--- src/rtl/arm_alu_pipe.sv ---
// arm_alu_pipe: registered ARM data-processing ALU with an NZCV flag register.
// One op per cycle behind a valid/ready skid-free output register. Carry-in for
// ADC/SBC/RSC comes from the architectural C flag, which updates on the accept
// edge so that back-to-back carry chains see the new value without a bubble.
module arm_alu_pipe #(
  parameter int unsigned WIDTH = 32
) (
  input  logic             clk,
  input  logic             reset,
  input  logic             in_valid,
  output logic             in_ready,
  input  logic [WIDTH-1:0] in_1,
  input  logic [WIDTH-1:0] in_2,
  input  logic [3:0]       opcode,
  input  logic             set_flags,
  input  logic             shifter_c,
  input  logic             flag_we,
  input  logic [3:0]       flag_in,
  output logic             out_valid,
  input  logic             out_ready,
  output logic [WIDTH-1:0] Y,
  output logic             write_y,
  output logic             N,
  output logic             Z,
  output logic             C,
  output logic             V
);

  localparam int unsigned MSB = WIDTH - 1;

  typedef enum logic [3:0] {
    OP_AND = 4'h0, OP_EOR = 4'h1, OP_SUB = 4'h2, OP_RSB = 4'h3,
    OP_ADD = 4'h4, OP_ADC = 4'h5, OP_SBC = 4'h6, OP_RSC = 4'h7,
    OP_TST = 4'h8, OP_TEQ = 4'h9, OP_CMP = 4'hA, OP_CMN = 4'hB,
    OP_ORR = 4'hC, OP_MOV = 4'hD, OP_BIC = 4'hE, OP_MVN = 4'hF
  } op_e;

  op_e              op;
  logic             accept;
  logic             is_arith;
  logic             is_compare;
  logic [WIDTH-1:0] add_x;
  logic [WIDTH-1:0] add_y;
  logic             add_cin;
  logic [WIDTH:0]   add_sum;
  logic [WIDTH-1:0] logic_res;
  logic [WIDTH-1:0] result;
  logic             res_n;
  logic             res_z;
  logic             res_c;
  logic             res_v;

  assign op       = op_e'(opcode);
  assign in_ready = !out_valid || out_ready;
  assign accept   = in_valid && in_ready;

  // Adder operand selection: subtracts are x + ~y + cin, reverse forms swap a/b.
  always_comb begin
    add_x    = in_1;
    add_y    = in_2;
    add_cin  = 1'b0;
    is_arith = 1'b1;
    unique case (op)
      OP_SUB, OP_CMP: begin add_x = in_1; add_y = ~in_2; add_cin = 1'b1; end
      OP_RSB:         begin add_x = in_2; add_y = ~in_1; add_cin = 1'b1; end
      OP_ADD, OP_CMN: begin add_x = in_1; add_y = in_2;  add_cin = 1'b0; end
      OP_ADC:         begin add_x = in_1; add_y = in_2;  add_cin = C;    end
      OP_SBC:         begin add_x = in_1; add_y = ~in_2; add_cin = C;    end
      OP_RSC:         begin add_x = in_2; add_y = ~in_1; add_cin = C;    end
      default:        is_arith = 1'b0;
    endcase
  end

  // Shared (WIDTH+1)-bit adder; the top bit is the ARM carry (NOT borrow).
  always_comb begin
    add_sum = {1'b0, add_x} + {1'b0, add_y} + {{WIDTH{1'b0}}, add_cin};
  end

  // Logical-op result path.
  always_comb begin
    logic_res = '0;
    unique case (op)
      OP_AND, OP_TST: logic_res = in_1 & in_2;
      OP_EOR, OP_TEQ: logic_res = in_1 ^ in_2;
      OP_ORR:         logic_res = in_1 | in_2;
      OP_MOV:         logic_res = in_2;
      OP_BIC:         logic_res = in_1 & ~in_2;
      OP_MVN:         logic_res = ~in_2;
      default:        logic_res = '0;
    endcase
  end

  // Final result and candidate flags for this op.
  always_comb begin
    is_compare = (opcode[3:2] == 2'b10);
    result     = is_arith ? add_sum[WIDTH-1:0] : logic_res;
    res_n      = result[MSB];
    res_z      = (result == '0);
    if (is_arith) begin
      res_c = add_sum[WIDTH];
      res_v = (add_x[MSB] == add_y[MSB]) && (add_sum[MSB] != add_x[MSB]);
    end else begin
      res_c = shifter_c;
      res_v = V;
    end
  end

  // Output register with valid/ready handshake.
  always_ff @(posedge clk) begin
    if (reset) begin
      out_valid <= 1'b0;
      Y         <= '0;
      write_y   <= 1'b0;
    end else if (accept) begin
      out_valid <= 1'b1;
      Y         <= result;
      write_y   <= !is_compare;
    end else if (out_ready) begin
      out_valid <= 1'b0;
    end
  end

  // NZCV register: an accepted S-op takes priority over a direct flag load.
  always_ff @(posedge clk) begin
    if (reset) begin
      {N, Z, C, V} <= '0;
    end else if (accept && set_flags) begin
      {N, Z, C, V} <= {res_n, res_z, res_c, res_v};
    end else if (flag_we) begin
      {N, Z, C, V} <= flag_in;
    end
  end

endmodule
--- config.mk ---
export PLATFORM = sky130hd
export DESIGN_NAME = arm_alu_pipe
export DESIGN_NICKNAME = d
export VERILOG_FILES = /design/src/rtl/arm_alu_pipe.sv
export SDC_FILE = /design/constraint.sdc
export NUM_CORES = 1
export LEC_CHECK = 0
export CAP_MARGIN = 20
export CORE_ASPECT_RATIO = 0.9
export CORE_UTILIZATION = 28
export CTS_CLUSTER_SIZE = 12
export DETAILED_ROUTE_END_ITERATION = 12
export DONT_BUFFER_PORTS = 1
export GPL_TIMING_DRIVEN = 0
export PLACE_DENSITY_LB_ADDON = 0.05
export SYNTH_ARGS = -nofsm -noshare
export SYNTH_HDL_FRONTEND = slang
export SYNTH_SLANG_ARGS = --single-unit
export TNS_END_PERCENT = 5
--- constraint.sdc ---
create_clock -name clk -period 7.3 [get_ports clk]
set_clock_uncertainty 0.1 [all_clocks]
set_input_delay 0 -clock clk [delete_from_list [all_inputs] [get_ports clk]]
set_output_delay 0 -clock clk [all_outputs]
set_load 0.1 [all_outputs]
# Word-level counts from Yosys, hierarchy flattened
# Index checks and enable logic that the tools add are counted.
classes:
  muxes: 18
  n_eq_ne: 19
  n_reduce_logical: 18
  add_sub_neg: 2
  bitwise: 6
op_table:
  columns: ["op", "count"]
  rows:
  - ["case mux 32 bit (6 select lines)", 1]
  - ["bitwise AND 32 bit", 2]
  - ["2-to-1 mux 32 bit", 2]
  - ["inverter 32 bit", 2]
  - ["case mux 32 bit (2 select lines)", 1]
  - ["adder 32 x 32 -> 33 bit", 1]
  - ["adder 33 x 1 -> 33 bit", 1]
  - ["== test 4 bit, second input constant", 8]
  - ["logical NOT 32 bit", 1]
  - ["OR 32 bit", 1]
  - ["XOR 32 bit", 1]
  - ["== test 4 x 3 -> 1 bit, second input constant", 4]
  - ["2-to-1 mux 1 bit", 13]
  - ["OR reduction 3 bit", 3]
  - ["== test 4 x 2 -> 1 bit, second input constant", 2]
  - ["OR reduction 8 bit", 1]
  - ["OR reduction 2 bit", 3]
  - ["== test 4 x 1 -> 1 bit, second input constant", 1]
  - ["logical NOT 4 bit", 1]
  - ["nonzero test 2 bit", 2]
  - ["logical AND 1 bit", 3]
  - ["== test 2 bit, second input constant", 1]
  - ["logical NOT 1 bit", 2]
  - ["!= test 2 bit, second input constant", 1]
  - ["other kinds (5)", 5]
totals:
  reg_bits: 38

# Logic depth before layout (Yosys ltp)
# Gate-level depths: netlist (run 1).
depth:
  ltp_word: 9
  mapped_depth: 23
  ltp_nobuf: 19

# Least setup slack after synthesis (run 1)
# No wires, ideal clock.
synth_path:
  path_type: "input to register"
  startpoint: "input opcode[1]"
  endpoint: "register Z"
  path_stages: 23
  arrival_time_ns: 5.124
  setup_ns: 0.057
  t_required_ns: 7.143
  slack_ns: 2.019
  n_path_buf: 5
  path_cell_list: "clkbuf_1 > clkbuf_1 > clkbuf_1 > buf_1 > nand3b_1 > o21ai_1 > clkbuf_1 > nor2_1 > a211oi_1 > fa_1 > inv_1 > fa_1 > a21o_1 > a221oi_2 > o31ai_2 > a21oi_2 > o31ai_1 > a311oi_2 > xnor2_1 > a21o_1 > or4_1 > nor4_1 > a21o_1"
synth_via:
  elab_chain_len: 8
synth_lines:
  columns: ["element", "line_no", "source"]
  rows:
  - ["start: declaration", "14", "input logic [3:0] opcode,"]
  - ["== test 4 x 3 -> 1 bit (tied with other cells)", "63", "unique case (op)"]
  - ["OR reduction 3 bit (no line) or OR reduction 2 bit (tied branches)", null, null]
  - ["case mux 32 bit (2 select lines) or 2-to-1 mux 32 bit (tied branches)", "63", null]
  - ["adder 32 x 32 -> 33 bit", "76", "add_sum = {1'b0, add_x} + {1'b0, add_y} + {{WIDTH{1'b0}}, add_cin};"]
  - ["adder 33 x 1 -> 33 bit", "76", null]
  - ["2-to-1 mux 32 bit (*)", "96", "result = is_arith ? add_sum[WIDTH-1:0] : logic_res;"]
  - ["logical NOT 32 bit (*)", "98", "res_z = (result == '0);"]
  - ["2-to-1 mux 1 bit (*)", "127", "end else if (accept && set_flags) begin"]
  - ["end signal: assignment", "128", "{N, Z, C, V} <= {res_n, res_z, res_c, res_v};"]
  - ["end signal: assignment", "130", "{N, Z, C, V} <= flag_in;"]
  - ["end: declaration", "24", "output logic Z,"]
# Mark *: on every way between the ends. The rest lies on a longest branch, timed or not.
# A chain may end at the register's enable or synchronous reset.

# Final worst setup path (run 1)
layout_path:
  startpoint: "input opcode[1]"
  endpoint: "register C"
layout_via:
  elab_chain_len: 7
layout_lines:
  columns: ["element", "line_no", "source"]
  rows:
  - ["== test 4 x 3 -> 1 bit (tied with other cells)", "63", null]
  - ["OR reduction 3 bit (no line) or OR reduction 2 bit (tied branches)", null, null]
  - ["case mux 32 bit (2 select lines) or 2-to-1 mux 32 bit (tied branches)", "63", null]
  - ["adder 32 x 32 -> 33 bit", "76", null]
  - ["adder 33 x 1 -> 33 bit", "76", null]
  - ["2-to-1 mux 1 bit (*)", "99", "if (is_arith) begin"]
  - ["2-to-1 mux 1 bit (*)", "127", null]
  - ["end signal: assignment", "128", null]
  - ["end signal: assignment", "130", null]
  - ["end: declaration", "25", "output logic C,"]
# Marked as above.

==> results of run 1 <==
[cells by family after synthesis]
group | share of synthesized area, %
buf+inv | 8.72
compound gates | 37.4
xor+xnor | 3.24
fa+ha+maj | 13.3
flops | 12.2
simple gates | 21.7
mux | 3.44
[stage by stage]
stage | utilization (%) | instance area, um2 | power, uW
finish | 31.5 | 6830 | 1260
global route | 31.5 | 6830 | 1340
CTS | 31.4 | 6820 | 1250
detailed placement | 30.4 | 6600 | 1000
global placement | 30.3 | 6580 | 1000
floorplan | - | 6220 | 823
[power groups by stage]
stage | Clock (uW) | Combinational, uW | Sequential, uW
final | 248 | 608 | 401
after global routing | 258 | 674 | 404
after floorplan | 0 | 423 | 400
after global placement | 0 | 597 | 406
after CTS | 251 | 599 | 402
after detailed placement | 0 | 594 | 406
[worst paths after layout]
kind | start | endpoint | slack [ns] | cells past startpoint
hold reg to reg | Y[22]$_SDFFE_PP0P_ | Y[22]$_SDFFE_PP0P_ | 0.81 | 2
hold / removal | set_flags | N$_SDFFE_PP0P_ | 0.03 | 2
setup reg to reg | C$_SDFFE_PP0P_ | C$_SDFFE_PP0P_ | 1.25 | 18
setup / recovery | opcode[1] | C$_SDFFE_PP0P_ | 0.44 | 23
[what timing repair did]
item                       CTS  global route
hold endpoints to repair     5             0
resized for setup            1             5
hold buffers                 6             0
setup endpoints to repair    1             2
[flip-flops by register name (all words and copies together) (netlist names)]
register   flops
C              1
out_valid      1
write_y        1
N              1
Y             32
Z              1
V              1
[cell type report]
type / instances / area [um2] / share of cell area (%)
plain buffers: 63 / 241 / 3.54
inverters: 81 / 304 / 4.45
clock buffers: 7 / 133 / 1.94
flip-flops and latches: 38 / 761 / 11.1
clock inverters: 1 / 30.0 / 0.440
repair buffers: 7 / 71.3 / 1.04
multi-input cells: 786 / 4920 / 72.1
well taps: 291 / 364 / 5.33
[layer usage]
layer	up-vias	track usage (%)	share of wire, %
met5	-	0	0
met4	0	4.40	1.4
met3	26	4.62	7.2
met2	259	39.8	43
met1	3360	35.0	48
li1	3552	-	-
[cell usage in the layout, fill, tap and decap left out, drive strengths merged, types with 8 or more instances in the layout]
cell type	netlist	final
xor2	11	11
dfxtp	38	38
xnor2	12	12
nor2	81	81
inv	80	80
a221oi	9	9
o211ai	8	8
a211oi	33	33
o221ai	9	9
nand2	129	129
nand4	8	8
a21o	11	11
mux2i	18	18
o31ai	10	10
o21ai	136	136
ha	63	63
nand3	18	18
clkbuf	50	57
nor3	27	27
a21oi	90	90
buf	13	14
a22oi	9	9
o22ai	9	9
==> results.yml, run 1 <==
timing:
  final-hold-violation-count: 0
  setup_viol: 0
  maxSlewHeadroom_pct: 26.5
  rsz0062_at_grt: "no"
  hold_slack_ns: 0.0310
  worst_pin_slew_ns: 1.10
  postLayoutSetupSlackWorst_ns: 0.440
  finalCriticalPeriod_ns: 6.86
  fmax_mhz: 146
  drv_slew: 0
  finalSetupTns_ns: 0
  period_share_pct: 94.0
floorplan:
  initial_core_util_pct: 28.7
  rows: 51
  ios: 118
  die_w_um: 159
  coreArea_um2: 21700
  fp.dieArea_um2: 22800
  die_h_um: 143
placed_design:
  placed_cells: 1260
  dpl_worst_slack_ns: -0.484
  io_buffers: 0
  gp_congestion: 0.858
  hpwl_um: 22300
global_route:
  grt.overflow.total: 0
  grt_start_max_net_pins: 12
  grt_use_total_pct: 24.9
  grt_pass1_wl_um: 43000
  grt_pass1_vias: 6720
  antenna_found_initial: 0
detailed_routing:
  route.detailed.drc: 0
  wirelength_um: 28800
  dr.pass1.iters: 5
  ant_nets: 0
  drt_iter0_markers: 734
  num_vias: 7197
  wl_per_cell_um: 22.6
  viasPerCell: 5.65
synthesis:
  synthTopCellsByCount: "133 x o21ai_0, 129 x nand2_1, 89 x a21oi_1"
  yosys_warnings: 0
  yosys_register_bits: 38
  synthFlopType: "dfxtp_1"
  seq_area_frac_synth_pct: 12.2
  synth_area_per_cell_um2: 6.42
  ys_async_sr_fraction_pct: 0
  synth_edf_count: 0
  syn_nets: 1112
  synth.most_common_cell: "o21ai_0"
  synth_top_area_share_pct: 12.7
  ys_types: 63
  synth_area_um2: 6220
  yosysTopAreaCell: "ha_1"
  synthCells: 968
  synth_area_leaders: "ha_1 13%, dfxtp_1 12%, o21ai_0 11%"
power:
  vdd.ir_drop.worst_v: 0.000161
  pwr-share-clk_pct: 19.7
  intPower_uw: 605
  p_sw_share_pct: 51.9
  p_leak_uw: 0.00283
  p_sw_uw: 652
  p_comb_share_pct: 48.3
  p_per_area_nw_per_um2: 184
  seqPwrFrac_pct: 31.9
layout:
  drive_gt1_share_pct: 2.54
  diodes: 0
  fill_cells: 2487
  fin_nets: 1126
  final_cells: 1274
  area_delta_synth_final_pct: 9.84
worst_setup_path:
  setup.worst_path.class: "in -> reg"
  max_stage_delay_ns: 0.60
  path_buf_inv: 7
  cp_cell_sequence: "clkbuf_1 > clkbuf_1 > clkbuf_1 > buf_2 > nand2_1 > nor2_1 > clkbuf_1 > a211oi_1 > fa_1 > inv_1 > fa_1 > a21o_1 > a221oi_2 > o31ai_2 > a21oi_2 > o31ai_1 > a311oi_2 > o21bai_1 > nand2_1 > a21oi_1 > nor4_1 > a2111oi_0 > dlygate4sd3_1"
  end_kind: "flip-flop"
  cp.arrival_ns: 6.99
  cp.required_ns: 7.43
  slowest_stage: "dlygate4sd3_1"
  cp_max_fo: 10
  critPathMostFrequentCell: "clkbuf_1"
  cp-start-kind: "input port"
  cp_top_family: "buffers and inverters"
clock_network:
  cts_tree: "built"
  clkTransAtPathRegs_ns: 0.06
  clk_latency_ns: 0.28
  cts_buffer_depth: 2
  cts_max_level: 2
  cts_buffers: 5
  cts_sinks: 38
  ctsRootBufferMaster: "clkbuf_16"
  cts_setup_buffers: 0
run_status:
  status: "complete, no violations"
run:
  maxCapViolCount: 0
hold_path:
  hold_class: "in -> reg"
No activity file was read; power rests on OpenSTA's default activity.
==> run 2: changes to the inputs <==
--- a/config.mk
+++ b/config.mk
@@ -12,7 +12,9 @@
 export DETAILED_ROUTE_END_ITERATION = 12
 export DONT_BUFFER_PORTS = 1
 export GPL_TIMING_DRIVEN = 0
+export MAX_ROUTING_LAYER = met4
 export PLACE_DENSITY_LB_ADDON = 0.05
+export SETUP_SLACK_MARGIN = 0.5
 export SYNTH_ARGS = -nofsm -noshare
 export SYNTH_HDL_FRONTEND = slang
 export SYNTH_SLANG_ARGS = --single-unit
==> results.yml, run 2 (synthesis gave the netlist of run 1 again) <==
layout:
  largest_reg_flops: 32
  top_register: "Y"
  layout_commonest_cell: "o21ai_0"
  drive_gt1_share_pct: 2.95
  fin_area_um2: 6830
  layout_common_cells: "133 x o21ai_0, 129 x nand2_1, 89 x a21oi_1"
  fill_cells: 2488
  area_delta_synth_final_pct: 9.92
  multi_input_area_um2: 4920
  fin_nets: 1126
  seq_area_um2: 761
  diodes: 0
detailed_routing:
  route.detailed.drc: 0
  wl_per_cell_um: 22.6
  wirelength_um: 28800
  num_vias: 7182
  drt_iter0_markers: 734
  ant_nets: 0
  viasPerCell: 5.64
  dr.pass1.iters: 5
hold_path:
  hold_class: "in -> reg"
  min_from: "set_flags"
  holdPathEnd: "N$_SDFFE_PP0P_"
  holdPathStages: 2
worst_setup_path:
  end_kind: "flip-flop"
  cp_top_family: "compound AO/OA/AOI/OAI gates"
  slowest_stage: "clkbuf_1"
  r2r-start: "C$_SDFFE_PP0P_"
  cp_max_fo: 10
  cp.arrival_ns: 6.53
  r2r_setup_slack_ns: 1.58
  cp-start-kind: "input port"
  cp_cell_sequence: "clkbuf_1 > clkbuf_1 > clkbuf_2 > nand3b_1 > o21ai_1 > clkbuf_2 > nor2_1 > a211oi_1 > fa_1 > inv_1 > fa_1 > a21o_1 > a221oi_2 > o31ai_2 > a21boi_0 > o31ai_1 > xnor2_1 > o211ai_1 > nor4b_1 > nand4_1 > nor4_1 > a21o_1"
  setup.worst_path.class: "in -> reg"
  max_stage_delay_ns: 0.51
  path_buf_inv: 5
  cp.required_ns: 7.43
  ff2ff_path_depth: 17
  r2r_end: "Z$_SDFFE_PP0P_"
timing:
  drv_slew: 0
  finalCriticalPeriod_ns: 6.41
  maxSlewHeadroom_pct: 26.7
  rsz0062_at_grt: "no"
  final-hold-violation-count: 0
  period_share_pct: 87.8
  fmax_mhz: 156
  finalSetupTns_ns: 0
  worst_pin_slew_ns: 1.10
  setup_viol: 0
clock_network:
  cts_buffers: 5
  cts_max_level: 2
  cts_tree: "built"
  clk_latency_ns: 0.28
  cts_buffer_depth: 2
  clkTransAtPathRegs_ns: 0.06
  ctsRootBufferMaster: "clkbuf_16"
  cts_sinks: 38
global_route:
  grt.overflow.total: 0
  antenna_found_initial: 0
  grt_start_max_net_pins: 12
  grt_use_total_pct: 25.7
  grt_pass1_vias: 6726
  grt_pass1_wl_um: 43100
placed_design:
  dpl_cell_area_um2: 6600
  io_buffers: 0
  gp_congestion: 0.872
  hpwl_um: 22300
floorplan:
  ios: 118
  die_h_um: 143
  coreArea_um2: 21700
  die_w_um: 159
  fp.dieArea_um2: 22800
  rows: 51
  initial_core_util_pct: 28.7
power:
  p_leak_uw: 0.00284
  p_per_area_nw_per_um2: 184
  vdd.ir_drop.worst_v: 0.000162
run:
  maxCapViolCount: 0
run_status:
  status: "complete, no violations"
## run 2: cell count changes in the layout (fill, tap and decap cells not counted), sizes merged
cell	previous run	this run
buf	14	13
clkbuf	57	58
## run 2: layer usage
layer  routed length, um  vias to the layer above  share of wire (%)  track usage [%]
met5                   0                        -                  0                -
met3                1950                       20                6.8             4.21
met2               12500                      244                 43             39.8
met4                 319                        0                1.1             4.40
li1                    -                     3556                  -                -
met1               14000                     3362                 49             35.5
## run 2: worst max path at each step
stage	end	cells past startpoint	startpoint	slack [ns]
floorplan	Z$_SDFFE_PP0P_	23	opcode[1]	2.02
global placement	Z$_SDFFE_PP0P_	23	opcode[1]	-0.52
detailed placement	Z$_SDFFE_PP0P_	23	opcode[1]	-0.48
CTS	Z$_SDFFE_PP0P_	23	opcode[1]	0.62
global route	Z$_SDFFE_PP0P_	23	opcode[1]	0.56
finish	Z$_SDFFE_PP0P_	22	opcode[0]	0.89
## run 2: repair_timing
action,in CTS,in global routing
resized for setup,3,9
setup endpoints to repair,1,4
endpoints found under the hold margin,5,0
setup buffers,0,0
hold buffers,6,0
## run 2: report_power, final
group | switching [uW] | internal, uW | total (uW)
Clock | 85.8 | 162 | 247
Sequential | 172 | 229 | 401
Combinational | 395 | 214 | 609
## run 2: layout make-up
type / instances / area share (%)
multi-input combinational: 786 / 72.1
clock buffer: 7 / 1.94
sequential: 38 / 11.1
timing repair buffer: 7 / 1.04
buffer: 63 / 3.61
clock inverter: 1 / 0.439
tap: 291 / 5.33
inverter: 81 / 4.45
## run 2: per-stage QoR
| stage | util (%) | instances | setup WS [ns] | power, uW | hold WS [ns] |
|---|---|---|---|---|---|
| floorplan | - | 968 | 2.02 | 823 | 0.0295 |
| global placement | 30.3 | 1259 | -0.525 | 1000 | 0.0325 |
| detailed placement | 30.4 | 1260 | -0.484 | 1000 | 0.0380 |
| CTS | 31.5 | 1274 | 0.624 | 1250 | 0.0198 |
| global route | 31.5 | 1274 | 0.558 | 1340 | 0.0437 |
| finish | 31.5 | 1274 | 0.893 | 1260 | 0.0407 |
==> run 3: changes to the inputs <==
--- a/config.mk
+++ b/config.mk
@@ -7,13 +7,14 @@
 export LEC_CHECK = 0
 export CAP_MARGIN = 20
 export CORE_ASPECT_RATIO = 0.9
-export CORE_UTILIZATION = 28
+export CORE_UTILIZATION = 45
+export CTS_CLUSTER_DIAMETER = 80
 export CTS_CLUSTER_SIZE = 12
 export DETAILED_ROUTE_END_ITERATION = 12
 export DONT_BUFFER_PORTS = 1
 export GPL_TIMING_DRIVEN = 0
 export MAX_ROUTING_LAYER = met4
-export PLACE_DENSITY_LB_ADDON = 0.05
+export PLACE_DENSITY = 0.69
 export SETUP_SLACK_MARGIN = 0.5
 export SYNTH_ARGS = -nofsm -noshare
 export SYNTH_HDL_FRONTEND = slang
==> results.yml, run 3 (synthesis gave the netlist of run 1 again) <==
clock_network:
  ctsRootBufferMaster: "clkbuf_16"
  cts_sinks: 38
  cts_buffer_depth: 2
  cts_tree: "built"
  clk_latency_ns: 0.28
  clkTransAtPathRegs_ns: 0.05
  cts_buffers: 5
  cts_setup_buffers: 0
  cts_max_level: 2
power:
  power.total_uw: 1200
  p_per_area_nw_per_um2: 181
  p_leak_uw: 0.00282
  vdd.ir_drop.worst_v: 0.000136
run_status:
  status: "complete, no violations"
worst_setup_path:
  max_stage_delay_ns: 0.61
  r2r-start: "C$_SDFFE_PP0P_"
  slowest_stage: "o31ai_1"
  critPathMostFrequentCell: "clkbuf_1"
  ff2ff_path_depth: 18
  r2r_end: "C$_SDFFE_PP0P_"
  r2r_setup_slack_ns: 1.24
  end_kind: "flip-flop"
  cp.required_ns: 7.42
  cp-start-kind: "input port"
  cp_max_fo: 10
  cp.arrival_ns: 6.46
  setup.worst_path.class: "in -> reg"
  cp_cell_sequence: "clkbuf_1 > clkbuf_1 > clkbuf_2 > clkbuf_2 > nand3b_1 > clkbuf_1 > buf_1 > nand2_1 > o21ai_0 > ha_1 > a21o_1 > a221oi_2 > o31ai_2 > a21oi_2 > o31ai_1 > a311oi_2 > o21bai_1 > nand2_1 > a21oi_1 > nor4_1 > a2111oi_0 > dlygate4sd3_1"
floorplan:
  die_h_um: 114
  die_w_um: 126
  initial_core_util_pct: 46.3
  rows: 40
  ios: 118
  coreArea_um2: 13400
  fp.dieArea_um2: 14300
placed_design:
  dpl_cell_area_um2: 6430
  hpwl_um: 18000
  gp_congestion: 1.00
  io_buffers: 0
  placed_cells: 1137
layout:
  top_register: "Y"
  layout_common_cells: "133 x o21ai_0, 129 x nand2_1, 89 x a21oi_1"
  fin_nets: 1126
  final_cells: 1149
  drive_gt1_share_pct: 2.65
  area_delta_synth_final_pct: 6.84
  fill_cells: 1409
  layout_commonest_cell: "o21ai_0"
  fin_area_um2: 6640
  largest_reg_flops: 32
  diodes: 0
detailed_routing:
  route.detailed.drc: 0
  wirelength_um: 23100
  num_vias: 7379
  drt_iter0_markers: 960
  dr.pass1.iters: 6
  ant_nets: 0
  viasPerCell: 6.42
  wl_per_cell_um: 20.1
timing:
  final-hold-violation-count: 0
  finalCriticalPeriod_ns: 6.34
  setup_viol: 0
  hold_slack_ns: 0.00729
  finalSetupTns_ns: 0
  period_share_pct: 86.8
  drv_slew: 0
  worst_pin_slew_ns: 1.10
  rsz0062_at_grt: "no"
  maxSlewHeadroom_pct: 26.5
  fmax_mhz: 158
global_route:
  grt_pass1_wl_um: 36300
  grt_pass1_vias: 6657
  grt_use_total_pct: 33.0
  grt.overflow.total: 0
  grt_start_max_net_pins: 11
  met3_usage_pct: 7.88
  antenna_found_initial: 0
  grtUsageMet1_pct: 44.3
  grt-busiest-layer: "met2"
  global_route.usage.met2_pct: 48.8
hold_path:
  holdPathEnd: "Y[7]$_SDFFE_PP0P_"
  hold_class: "in -> reg"
  holdPathStages: 2
  min_from: "in_1[7]"
run:
  maxCapViolCount: 0
-- run 3: changes by cell type in the layout (fill, tap and decap cells not counted), sizes merged --
cell,previous run,this run
bufinv,1,0
clkbuf,58,57
-- run 3: worst max path at each step --
stage | start | end | depth (start not counted)
global placement | opcode[1] | Z$_SDFFE_PP0P_ | 23
detailed placement | opcode[1] | Z$_SDFFE_PP0P_ | 23
global route | opcode[1] | C$_SDFFE_PP0P_ | 22
CTS | opcode[1] | Z$_SDFFE_PP0P_ | 23
finish | opcode[1] | C$_SDFFE_PP0P_ | 22
floorplan | opcode[1] | Z$_SDFFE_PP0P_ | 23
-- run 3: final cells by class --
class,instances,area [um2],share of cell area [%]
Buffer,63,244,3.67
Clock buffer,6,139,2.09
Inverter,81,304,4.58
Multi-Input combinational cell,786,4920,74.1
Sequential cell,38,761,11.5
Tap cell,168,210,3.17
Timing Repair Buffer,7,65.1,0.980
-- run 3: per-layer routing --
metal	routed length (um)	up-vias
li1	-	3541
met1	9810	3316
met2	9610	466
met3	3170	56
met4	551	0
met5	0	-
-- run 3: worst max-delay path: cells and delay by family --
kind	cells	cell delay [ns]
AO/OA/AOI/OAI	10	2.80
buffers and inverters	7	2.67
AND/OR/NAND/NOR	4	0.57
adder cells (fa/ha/maj)	1	0.38
-- run 3: timing repair --
action | 4_1_cts | 5_1_grt
endpoints found under the hold margin | 5 | 0
hold buffers | 6 | 0
resized for setup | 0 | 10
endpoints found under the setup margin | 0 | 2
-- run 3: power by group --
group / leakage [uW] / switching [uW] / total, uW / internal (uW)
clock: 0.0000688 / 75.5 / 207 / 132
sequential: 0.000315 / 173 / 402 / 230
combinational: 0.00244 / 376 / 590 / 214
total: 0.00282 / 624 / 1200 / 575
-- run 3: stage by stage --
stage	utilization, %	setup WS (ns)
floorplan	-	2.02
global placement	47.9	0.214
detailed placement	47.9	0.262
CTS	49.4	0.564
global route	49.5	0.620
finish	49.5	0.960
